==> src/rtl/imm_gen_stage_if.sv <==
// imm_gen_stage_if
//   Handshake bundle for the immediate-generation stage.
//   Upstream side:   in_valid, in_ready, in_instr[31:0], in_tag[TAG_W-1:0]
//   Downstream side: out_valid, out_ready, out_imm[XLEN-1:0], out_fmt[2:0],
//                    out_sra, out_tag[TAG_W-1:0]
//   modport slave  : the stage itself (consumes instructions, produces results)
//   modport master : the environment around the stage
interface imm_gen_stage_if #(
  parameter int XLEN  = 32,
  parameter int TAG_W = 8
);
  logic             in_valid;
  logic             in_ready;
  logic [31:0]      in_instr;
  logic [TAG_W-1:0] in_tag;
  logic             out_valid;
  logic             out_ready;
  logic [XLEN-1:0]  out_imm;
  logic [2:0]       out_fmt;
  logic             out_sra;
  logic [TAG_W-1:0] out_tag;

  modport slave (
    input  in_valid, in_instr, in_tag, out_ready,
    output in_ready, out_valid, out_imm, out_fmt, out_sra, out_tag
  );

  modport master (
    output in_valid, in_instr, in_tag, out_ready,
    input  in_ready, out_valid, out_imm, out_fmt, out_sra, out_tag
  );
endinterface

==> src/rtl/imm_gen_stage.sv <==
// imm_gen_stage
//   Decodes the immediate of a raw RV instruction and presents it, registered,
//   through a two-entry (main + skid) buffer for full throughput under
//   backpressure.
//   Ports:
//     clk    - rising-edge clock
//     rst_n  - asynchronous active-low reset
//     flush  - synchronous flush; empties both entries, drops same-cycle input
//     bus    - imm_gen_stage_if.slave (in_* handshake, out_* result)
//   out_fmt: 0 NONE, 1 I, 2 S, 3 B, 4 U, 5 J, 6 Z (zimm), 7 SH (shift).
module imm_gen_stage #(
  parameter int XLEN     = 32,
  parameter int TAG_W    = 8,
  parameter int EN_ZICSR = 1
) (
  input  logic           clk,
  input  logic           rst_n,
  input  logic           flush,
  imm_gen_stage_if.slave bus
);

  if (!(XLEN == 32 || XLEN == 64)) begin : g_bad_xlen
    $error("imm_gen_stage: XLEN must be 32 or 64");
  end
  if (TAG_W < 1) begin : g_bad_tag
    $error("imm_gen_stage: TAG_W must be at least 1");
  end

  localparam logic [2:0] FMT_NONE = 3'd0;
  localparam logic [2:0] FMT_I    = 3'd1;
  localparam logic [2:0] FMT_S    = 3'd2;
  localparam logic [2:0] FMT_B    = 3'd3;
  localparam logic [2:0] FMT_U    = 3'd4;
  localparam logic [2:0] FMT_J    = 3'd5;
  localparam logic [2:0] FMT_Z    = 3'd6;
  localparam logic [2:0] FMT_SH   = 3'd7;

  localparam logic [6:0] OPC_OP_IMM = 7'b0010011;
  localparam logic [6:0] OPC_LOAD   = 7'b0000011;
  localparam logic [6:0] OPC_JALR   = 7'b1100111;
  localparam logic [6:0] OPC_STORE  = 7'b0100011;
  localparam logic [6:0] OPC_BRANCH = 7'b1100011;
  localparam logic [6:0] OPC_JAL    = 7'b1101111;
  localparam logic [6:0] OPC_LUI    = 7'b0110111;
  localparam logic [6:0] OPC_AUIPC  = 7'b0010111;
  localparam logic [6:0] OPC_SYSTEM = 7'b1110011;

  logic [31:0]      instr_s;
  logic [6:0]       opc_s;
  logic [2:0]       f3_s;
  logic [5:0]       shamt_s;
  logic [XLEN-1:0]  dec_imm_s;
  logic [2:0]       dec_fmt_s;
  logic             dec_sra_s;

  logic             main_valid_r, skid_valid_r, in_ready_r;
  logic [XLEN-1:0]  main_imm_r, skid_imm_r;
  logic [2:0]       main_fmt_r, skid_fmt_r;
  logic             main_sra_r, skid_sra_r;
  logic [TAG_W-1:0] main_tag_r, skid_tag_r;

  logic in_fire_s, out_fire_s;
  logic main_valid_nxt_s, skid_valid_nxt_s;
  logic load_main_s, load_skid_s, skid_to_main_s;

  assign instr_s = bus.in_instr;
  assign opc_s   = instr_s[6:0];
  assign f3_s    = instr_s[14:12];
  // RV32 shift amounts are 5 bits; bit 25 only belongs to shamt on RV64.
  assign shamt_s = (XLEN == 64) ? instr_s[25:20] : {1'b0, instr_s[24:20]};

  // Immediate-format classification and extension of the incoming instruction.
  always_comb begin
    dec_imm_s = '0;
    dec_fmt_s = FMT_NONE;
    dec_sra_s = 1'b0;
    case (opc_s)
      OPC_OP_IMM: begin
        if (f3_s == 3'b001 || f3_s == 3'b101) begin
          dec_fmt_s = FMT_SH;
          dec_imm_s = XLEN'(shamt_s);
          dec_sra_s = instr_s[30];
        end else begin
          dec_fmt_s = FMT_I;
          dec_imm_s = XLEN'($signed(instr_s[31:20]));
        end
      end
      OPC_LOAD, OPC_JALR: begin
        dec_fmt_s = FMT_I;
        dec_imm_s = XLEN'($signed(instr_s[31:20]));
      end
      OPC_STORE: begin
        dec_fmt_s = FMT_S;
        dec_imm_s = XLEN'($signed({instr_s[31:25], instr_s[11:7]}));
      end
      OPC_BRANCH: begin
        dec_fmt_s = FMT_B;
        dec_imm_s = XLEN'($signed({instr_s[31], instr_s[7], instr_s[30:25],
                                   instr_s[11:8], 1'b0}));
      end
      OPC_JAL: begin
        dec_fmt_s = FMT_J;
        dec_imm_s = XLEN'($signed({instr_s[31], instr_s[19:12], instr_s[20],
                                   instr_s[30:21], 1'b0}));
      end
      OPC_LUI, OPC_AUIPC: begin
        dec_fmt_s = FMT_U;
        dec_imm_s = XLEN'($signed({instr_s[31:12], 12'h000}));
      end
      OPC_SYSTEM: begin
        // funct3[2] marks the immediate CSR variants (CSRRWI/CSRRSI/CSRRCI).
        if (EN_ZICSR != 0 && f3_s[2]) begin
          dec_fmt_s = FMT_Z;
          dec_imm_s = XLEN'(instr_s[19:15]);
        end else begin
          dec_fmt_s = FMT_NONE;
          dec_imm_s = '0;
        end
      end
      default: begin
        dec_fmt_s = FMT_NONE;
        dec_imm_s = '0;
      end
    endcase
  end

  assign in_fire_s  = bus.in_valid & in_ready_r & ~flush;
  assign out_fire_s = main_valid_r & bus.out_ready;

  // Buffer occupancy control: decides which register loads and the next valid bits.
  always_comb begin
    main_valid_nxt_s = main_valid_r;
    skid_valid_nxt_s = skid_valid_r;
    load_main_s      = 1'b0;
    load_skid_s      = 1'b0;
    skid_to_main_s   = 1'b0;
    if (flush) begin
      main_valid_nxt_s = 1'b0;
      skid_valid_nxt_s = 1'b0;
    end else if (out_fire_s) begin
      // in_ready is low whenever skid is full, so in_fire cannot coincide here.
      if (skid_valid_r) begin
        skid_to_main_s   = 1'b1;
        skid_valid_nxt_s = 1'b0;
        main_valid_nxt_s = 1'b1;
      end else if (in_fire_s) begin
        load_main_s      = 1'b1;
        main_valid_nxt_s = 1'b1;
      end else begin
        main_valid_nxt_s = 1'b0;
      end
    end else if (in_fire_s) begin
      if (main_valid_r) begin
        load_skid_s      = 1'b1;
        skid_valid_nxt_s = 1'b1;
      end else begin
        load_main_s      = 1'b1;
        main_valid_nxt_s = 1'b1;
      end
    end else begin
      main_valid_nxt_s = main_valid_r;
    end
  end

  // Valid bits and the registered in_ready (mirror of an empty skid).
  always_ff @(posedge clk or negedge rst_n) begin
    if (!rst_n) begin
      main_valid_r <= 1'b0;
      skid_valid_r <= 1'b0;
      in_ready_r   <= 1'b1;
    end else begin
      main_valid_r <= main_valid_nxt_s;
      skid_valid_r <= skid_valid_nxt_s;
      in_ready_r   <= ~skid_valid_nxt_s;
    end
  end

  // Main entry payload: fresh decode or promotion from skid, otherwise held.
  always_ff @(posedge clk or negedge rst_n) begin
    if (!rst_n) begin
      main_imm_r <= '0;
      main_fmt_r <= 3'd0;
      main_sra_r <= 1'b0;
      main_tag_r <= '0;
    end else if (load_main_s) begin
      main_imm_r <= dec_imm_s;
      main_fmt_r <= dec_fmt_s;
      main_sra_r <= dec_sra_s;
      main_tag_r <= bus.in_tag;
    end else if (skid_to_main_s) begin
      main_imm_r <= skid_imm_r;
      main_fmt_r <= skid_fmt_r;
      main_sra_r <= skid_sra_r;
      main_tag_r <= skid_tag_r;
    end
  end

  // Skid entry payload: captures input arriving while main is stalled.
  always_ff @(posedge clk or negedge rst_n) begin
    if (!rst_n) begin
      skid_imm_r <= '0;
      skid_fmt_r <= 3'd0;
      skid_sra_r <= 1'b0;
      skid_tag_r <= '0;
    end else if (load_skid_s) begin
      skid_imm_r <= dec_imm_s;
      skid_fmt_r <= dec_fmt_s;
      skid_sra_r <= dec_sra_s;
      skid_tag_r <= bus.in_tag;
    end
  end

  assign bus.in_ready  = in_ready_r;
  assign bus.out_valid = main_valid_r;
  assign bus.out_imm   = main_imm_r;
  assign bus.out_fmt   = main_fmt_r;
  assign bus.out_sra   = main_sra_r;
  assign bus.out_tag   = main_tag_r;

endmodule
==> src/flat_wrapper.sv <==
// flat-port wrapper written by rule: the top's interface ports become plain ports
module imm_gen_stage_flat 
#(
  parameter int XLEN     = 32,
  parameter int TAG_W    = 8,
  parameter int EN_ZICSR = 1
)
  (clk, rst_n, flush, bus_in_valid, bus_in_instr, bus_in_tag, bus_out_ready, bus_in_ready, bus_out_valid, bus_out_imm, bus_out_fmt, bus_out_sra, bus_out_tag);
  imm_gen_stage_if #(.XLEN(XLEN), .TAG_W(TAG_W)) bus_i ();
  input  logic clk;
  input  logic rst_n;
  input  logic flush;
  input wire logic [$bits(bus_i.in_valid)-1:0] bus_in_valid;
  input wire logic [$bits(bus_i.in_instr)-1:0] bus_in_instr;
  input wire logic [$bits(bus_i.in_tag)-1:0] bus_in_tag;
  input wire logic [$bits(bus_i.out_ready)-1:0] bus_out_ready;
  output wire logic [$bits(bus_i.in_ready)-1:0] bus_in_ready;
  output wire logic [$bits(bus_i.out_valid)-1:0] bus_out_valid;
  output wire logic [$bits(bus_i.out_imm)-1:0] bus_out_imm;
  output wire logic [$bits(bus_i.out_fmt)-1:0] bus_out_fmt;
  output wire logic [$bits(bus_i.out_sra)-1:0] bus_out_sra;
  output wire logic [$bits(bus_i.out_tag)-1:0] bus_out_tag;
  assign bus_i.in_valid = bus_in_valid;
  assign bus_i.in_instr = bus_in_instr;
  assign bus_i.in_tag = bus_in_tag;
  assign bus_i.out_ready = bus_out_ready;
  assign bus_in_ready = bus_i.in_ready;
  assign bus_out_valid = bus_i.out_valid;
  assign bus_out_imm = bus_i.out_imm;
  assign bus_out_fmt = bus_i.out_fmt;
  assign bus_out_sra = bus_i.out_sra;
  assign bus_out_tag = bus_i.out_tag;
  imm_gen_stage #(.XLEN(XLEN), .TAG_W(TAG_W), .EN_ZICSR(EN_ZICSR)) u_core (.clk(clk), .rst_n(rst_n), .flush(flush), .bus(bus_i));
endmodule
==> config.mk <==
export PLATFORM = sky130hd
export DESIGN_NAME = imm_gen_stage_flat
export DESIGN_NICKNAME = d
export VERILOG_FILES = /design/src/rtl/imm_gen_stage_if.sv /design/src/rtl/imm_gen_stage.sv /design/src/flat_wrapper.sv
export SDC_FILE = /design/constraint.sdc
export NUM_CORES = 1
export LEC_CHECK = 0
export BUFFER_PORTS_ARGS = -buffer_cell sky130_fd_sc_hd__buf_4
export CORE_ASPECT_RATIO = 0.5
export CORE_UTILIZATION = 45
export CTS_BUF_LIST = sky130_fd_sc_hd__clkbuf_4 sky130_fd_sc_hd__clkbuf_8
export DETAILED_ROUTE_END_ITERATION = 10
export PLACE_DENSITY = 0.82
export SLEW_MARGIN = 20
export SYNTH_ARGS = -nofsm -noshare
export SYNTH_HDL_FRONTEND = slang
export SYNTH_SLANG_ARGS = --single-unit
==> constraint.sdc <==
create_clock -name clk -period 1.7 [get_ports clk]
set_clock_uncertainty 0.05 [all_clocks]
set_input_delay 0.34 -clock clk [delete_from_list [all_inputs] [get_ports clk]]
set_output_delay 0.34 -clock clk [all_outputs]
set_load 0.005 [all_outputs]
# Word level (Yosys, flattened, before mapping)
# Cells that the tools add are included.
word_totals:
  output_inout_bits: 46
  wordCells: 69
  register_bits: 91
  inputBits: 45
op_classes:
  n_eq_ne: 11
  n_reduce_logical: 5
  n_bitwise: 5
  mux: 37
ops:
  columns: ["op", "n"]
  rows:
  - ["one-hot mux 32 bit (7 select lines)", 1]
  - ["2-to-1 mux 32 bit", 3]
  - ["== test 7 bit (second input constant)", 4]
  - ["2-to-1 mux 1 bit", 25]
  - ["one-hot mux 3 bit (7 select lines)", 1]
  - ["2-to-1 mux 8 bit", 2]
  - ["== test 7 x 5 -> 1 bit (second input constant)", 2]
  - ["== test 7 x 6 -> 1 bit (second input constant)", 2]
  - ["2-to-1 mux 3 bit", 4]
  - ["== test 7 x 2 -> 1 bit (second input constant)", 1]
  - ["2-to-1 mux 5 bit", 1]
  - ["OR reduction 2 bit", 2]
  - ["bitwise AND 1 bit", 3]
  - ["== test 3 x 1 -> 1 bit (second input constant)", 1]
  - ["== test 3 bit (second input constant)", 1]
  - ["nonzero test 3 bit", 1]
  - ["inverter 1 bit", 2]
  - ["nonzero test 2 bit", 1]
  - ["logical OR 1 bit", 1]

# Logic depth before layout (Yosys ltp)
logic_depth:
  word_depth: 7
  ltp_mapped: 7
  depth_no_buf: 4

# Worst setup path after synthesis
# Ideal clock, no wire load.
synth_timing:
  path_type: "reg-to-reg"
  start: "register u_core.in_ready_r (netlist: u_core.bus.in_ready)"
  end: "register u_core.skid_imm_r[10]"
  arrival_time_ps: 1597
  stages_incl_launch_ff: 6
  setup_ps: 137
  slack_ps: -84
  required_ps: 1513
  n_path_buf: 1
  cell_sequence: "dfstp_2 -> nand4b_2 -> or2_0 -> clkbuf_1 -> nor4_4 -> nor3_1"
synth_between:
  elab_chain_len: 5
synth_lines:
  columns: ["item", "line_no", "source"]
  rows:
  - ["start: declaration", "imm_gen_stage.sv:56", "logic main_valid_r, skid_valid_r, in_ready_r;"]
  - ["start signal: assignment", "imm_gen_stage.sv:174", "in_ready_r <= ~skid_valid_nxt_s;"]
  - ["bitwise AND 1 bit (2 in a row)", "imm_gen_stage.sv:127", "assign in_fire_s = bus.in_valid & in_ready_r & ~flush;"]
  - ["2-to-1 mux 1 bit", "imm_gen_stage.sv:152", "end else if (in_fire_s) begin"]
  - ["2-to-1 mux 1 bit", "imm_gen_stage.sv:140", "end else if (out_fire_s) begin"]
  - ["2-to-1 mux 1 bit", "imm_gen_stage.sv:137", "if (flush) begin"]
  - ["end signal: assignment", "imm_gen_stage.sv:206", "skid_imm_r <= dec_imm_s;"]
  - ["end: declaration", "imm_gen_stage.sv:57", "logic [XLEN-1:0] main_imm_r, skid_imm_r;"]
# Every way passes these cells.
# A chain may end at the register's enable or synchronous reset.

# Final worst setup path
layout_timing:
  start: "register u_core.in_ready_r (netlist: u_core.bus.in_ready)"
  end: "register u_core.skid_imm_r[14]"
# Same word-level chain as after synthesis.

==> results.toml <==
[yosys]
yosysSeqAreaShare = 0.4934
yosysWarnings = 0
synth-async-reset-ratio = 1.000
ys.flop_type = "dfrtp_1"
synth.distinct_cells = 50
syn_area_per_cell_um2 = 9.368
ys_ff_latch = 91
synthCells = 493
synth_fp_nets = 538
syn_area_um2 = 4618
synth_edf_count = 0

[routing]
drc = 0
via_count = 4376
drt_pass1_iterations = 5
drt_iter0_drc = 392
routed_wl_mm = 13.48
via_per_inst = 5.842
antenna_left = 0
routedWlPerCell_um = 18.00

[final_layout]
final_common_cell = "buf_4"
multi_input_area_um2 = 2176
nFillCells = 769
register_area_um2 = 2280
area_growth_syn_to_layout_pct = 33.27
mostFrequentLayoutCells = "buf_4 (129), nand2_1 (97), dfrtp_1 (89)"
drive_gt1_frac = 0.3274
nets = 654
num_antenna_cells = 0

[clock_tree]
htree_levels = 3
clkTransAtPathRegs_ps = 90
cts_made_buffers = 9
root_buffer = "clkbuf_8"
cts_tree = "done"
cts_sinks = 91
clockBufferDepth = 2
insertion_delay_ps = 370

[sta]
hold_viol = 0
fin_crit_ps = 1655
timing.final.crit_share = 0.9738
slew_headroom = 0.5023
setup_violations = 0
slew_violations = 0
worst_slew_pin_slew_ps = 746.6
fin_setup_tns_ps = 0
fmax_ghz = 0.6041
rsz0062_at_grt = "yes"

[setup_path]
crit_arrival_ps = 1830
path_cells = "nand4b_4, or2_4, buf_12, a22oi_1, o21ai_0"
critPathMaxStageDelay_ps = 580
crit_slowest_cell = "dfstp_2"
crit_required_ps = 1870
r2r-end = "u_core.skid_imm_r[14]"
end_kind = "register"
path_class = "register to register"
r2r_slack_ps = 40
r2r_start = "u_core.bus.in_ready"
critPathLaunchType = "register"
path_max_fanout = 20
reg2regPathDepth = 5

[place]
gp_congestion = 0.9295
dp_hpwl_mm = 8.996
io_buffers = 90

[global_route]
grt_overflow = 0
grt_pass1_vias = 4187
antenna_found_initial = 0
grt_pass1_wl_mm = 21.26
grt_usage = 0.2546
grt_max_degree = 37

[min_path]
whs_path_depth = 2
holdPathEnd = "u_core.bus.out_valid"
hp-class = "input pin to register"
hold_start = "flush"

[floorplan]
rows = 25
die_w_um = 145.3
dieHeight_um = 73.64
start_util = 0.4763
core-area_um2 = 9697
die-area_um2 = 10700
num_io_pins = 91

[status]
status = "finished, final reports clean"

[pwr]
peakVddDrop_uv = 459.7
power_density_nw_per_um2 = 884.6
p_leak_uw = 0.002883
totalPowerFinal_uw = 5444

[job]
max_cap_viol_count = 0
worst max-delay path, delay by kind of cell (launching register included):
| family | cells | cell delay (ps) |
|---|---|---|
| simple gates | 2 | 410 |
| buf+inv | 1 | 160 |
| flops | 1 | 580 |
| compound gates | 2 | 290 |
area by class of cell:
class,count,share of cell area
Inverter,14,0.008538
Sequential cell,91,0.3704
Tap cell,135,0.02744
Clock inverter,3,0.01118
Multi-Input combinational cell,349,0.3535
Clock buffer,13,0.02704
Timing Repair Buffer,144,0.2019
worst max-delay path by stage:
stage | startpoint | end | cells after the start
final | u_core.bus.in_ready | u_core.skid_imm_r[14] | 5
after global routing | u_core.bus.in_ready | u_core.bus.out_imm[5] | 5
after CTS | u_core.bus.in_ready | u_core.bus.out_imm[16] | 5
after detailed placement | bus_in_instr[13] | u_core.skid_imm_r[14] | 5
after global placement | bus_in_instr[13] | u_core.skid_imm_r[12] | 5
after floorplan | bus_in_instr[2] | u_core.skid_imm_r[20] | 7
registers in the layout, indices dropped and copies added, names as in the netlist, 3 cells and up:
register,flops
u_core.bus.out_imm,32
u_core.skid_imm_r,32
u_core.bus.out_tag,8
u_core.skid_tag_r,8
u_core.bus.out_fmt,3
u_core.skid_fmt_r,3
logic make-up after synthesis:
group                  share of synthesized area
AND/OR/NAND/NOR                           0.2130
AO/OA/AOI/OAI                             0.2054
flip-flops                                0.4934
buffers and inverters                    0.05175
multiplexers                             0.03468
XOR/XNOR                                0.001897
metal layers:
| layer | routed length (um) | track usage |
|---|---|---|
| met5 | 0 | 0 |
| met1 | 5529 | 0.3284 |
| met4 | 343 | 0.08655 |
| met2 | 6547 | 0.4295 |
| met3 | 1064 | 0.06025 |
power by group:
group          total [uW]  switching (uW)  internal, uW  leakage, uW
sequential           2640             171          2470      0.00117
clock                1720             773           948     0.000121
combinational        1080             518           567      0.00159
total                5440            1460          3980      0.00288
through the flow:
step	worst slack, ps	cells	cell area, um^2	util	hold slack [ps]
finish	44.62	749	6155	0.6347	100.9
global route	-40.94	749	6155	0.6347	96.14
CTS	2.195	743	6005	0.6192	85.91
detailed placement	-443.4	726	5737	0.5916	242.0
global placement	-258.6	726	5737	0.5916	244.7
floorplan	2.096	493	4628	-	-5.591
timing repair:
item / 4_1_cts / 5_1_grt
gates resized for setup: 6 / 20
pin swaps: 1 / 2
hold endpoints to repair: 25 / 0
gates cloned: 0 / 2
endpoints found under the setup margin: 44 / 42
hold buffers: 1 / 0
setup buffers: 0 / 4
synth_stat cells, types with 2 or more instances:
cell      number  share of area
a21oi_1       10          0.011
and2_1         3         0.0041
a211oi_1      10          0.016
nor2_1        30          0.024
o21ai_0       34          0.037
nand4b_2       2         0.0065
nand3_1       14          0.015
inv_1         14          0.011
a32oi_1        5         0.0095
o311ai_0       6          0.011
buf_6          3         0.0073
a31oi_1       15          0.020
or2_1          3         0.0041
o211ai_1       4         0.0065
nor3_1        14          0.015
nand3b_1       2         0.0033
nand2b_1       3         0.0041
o22ai_1        7         0.0095
a31oi_2       10          0.027
mux2i_1        7          0.015
nand4_1        2         0.0027
dfrtp_1       90           0.49
clkbuf_1      23          0.019
a22oi_1       25          0.041
and3_1        17          0.023
mux2_2         8          0.020
buf_2         11          0.012
nand2_1       99          0.080
Power figures use the tool's default switching activity.
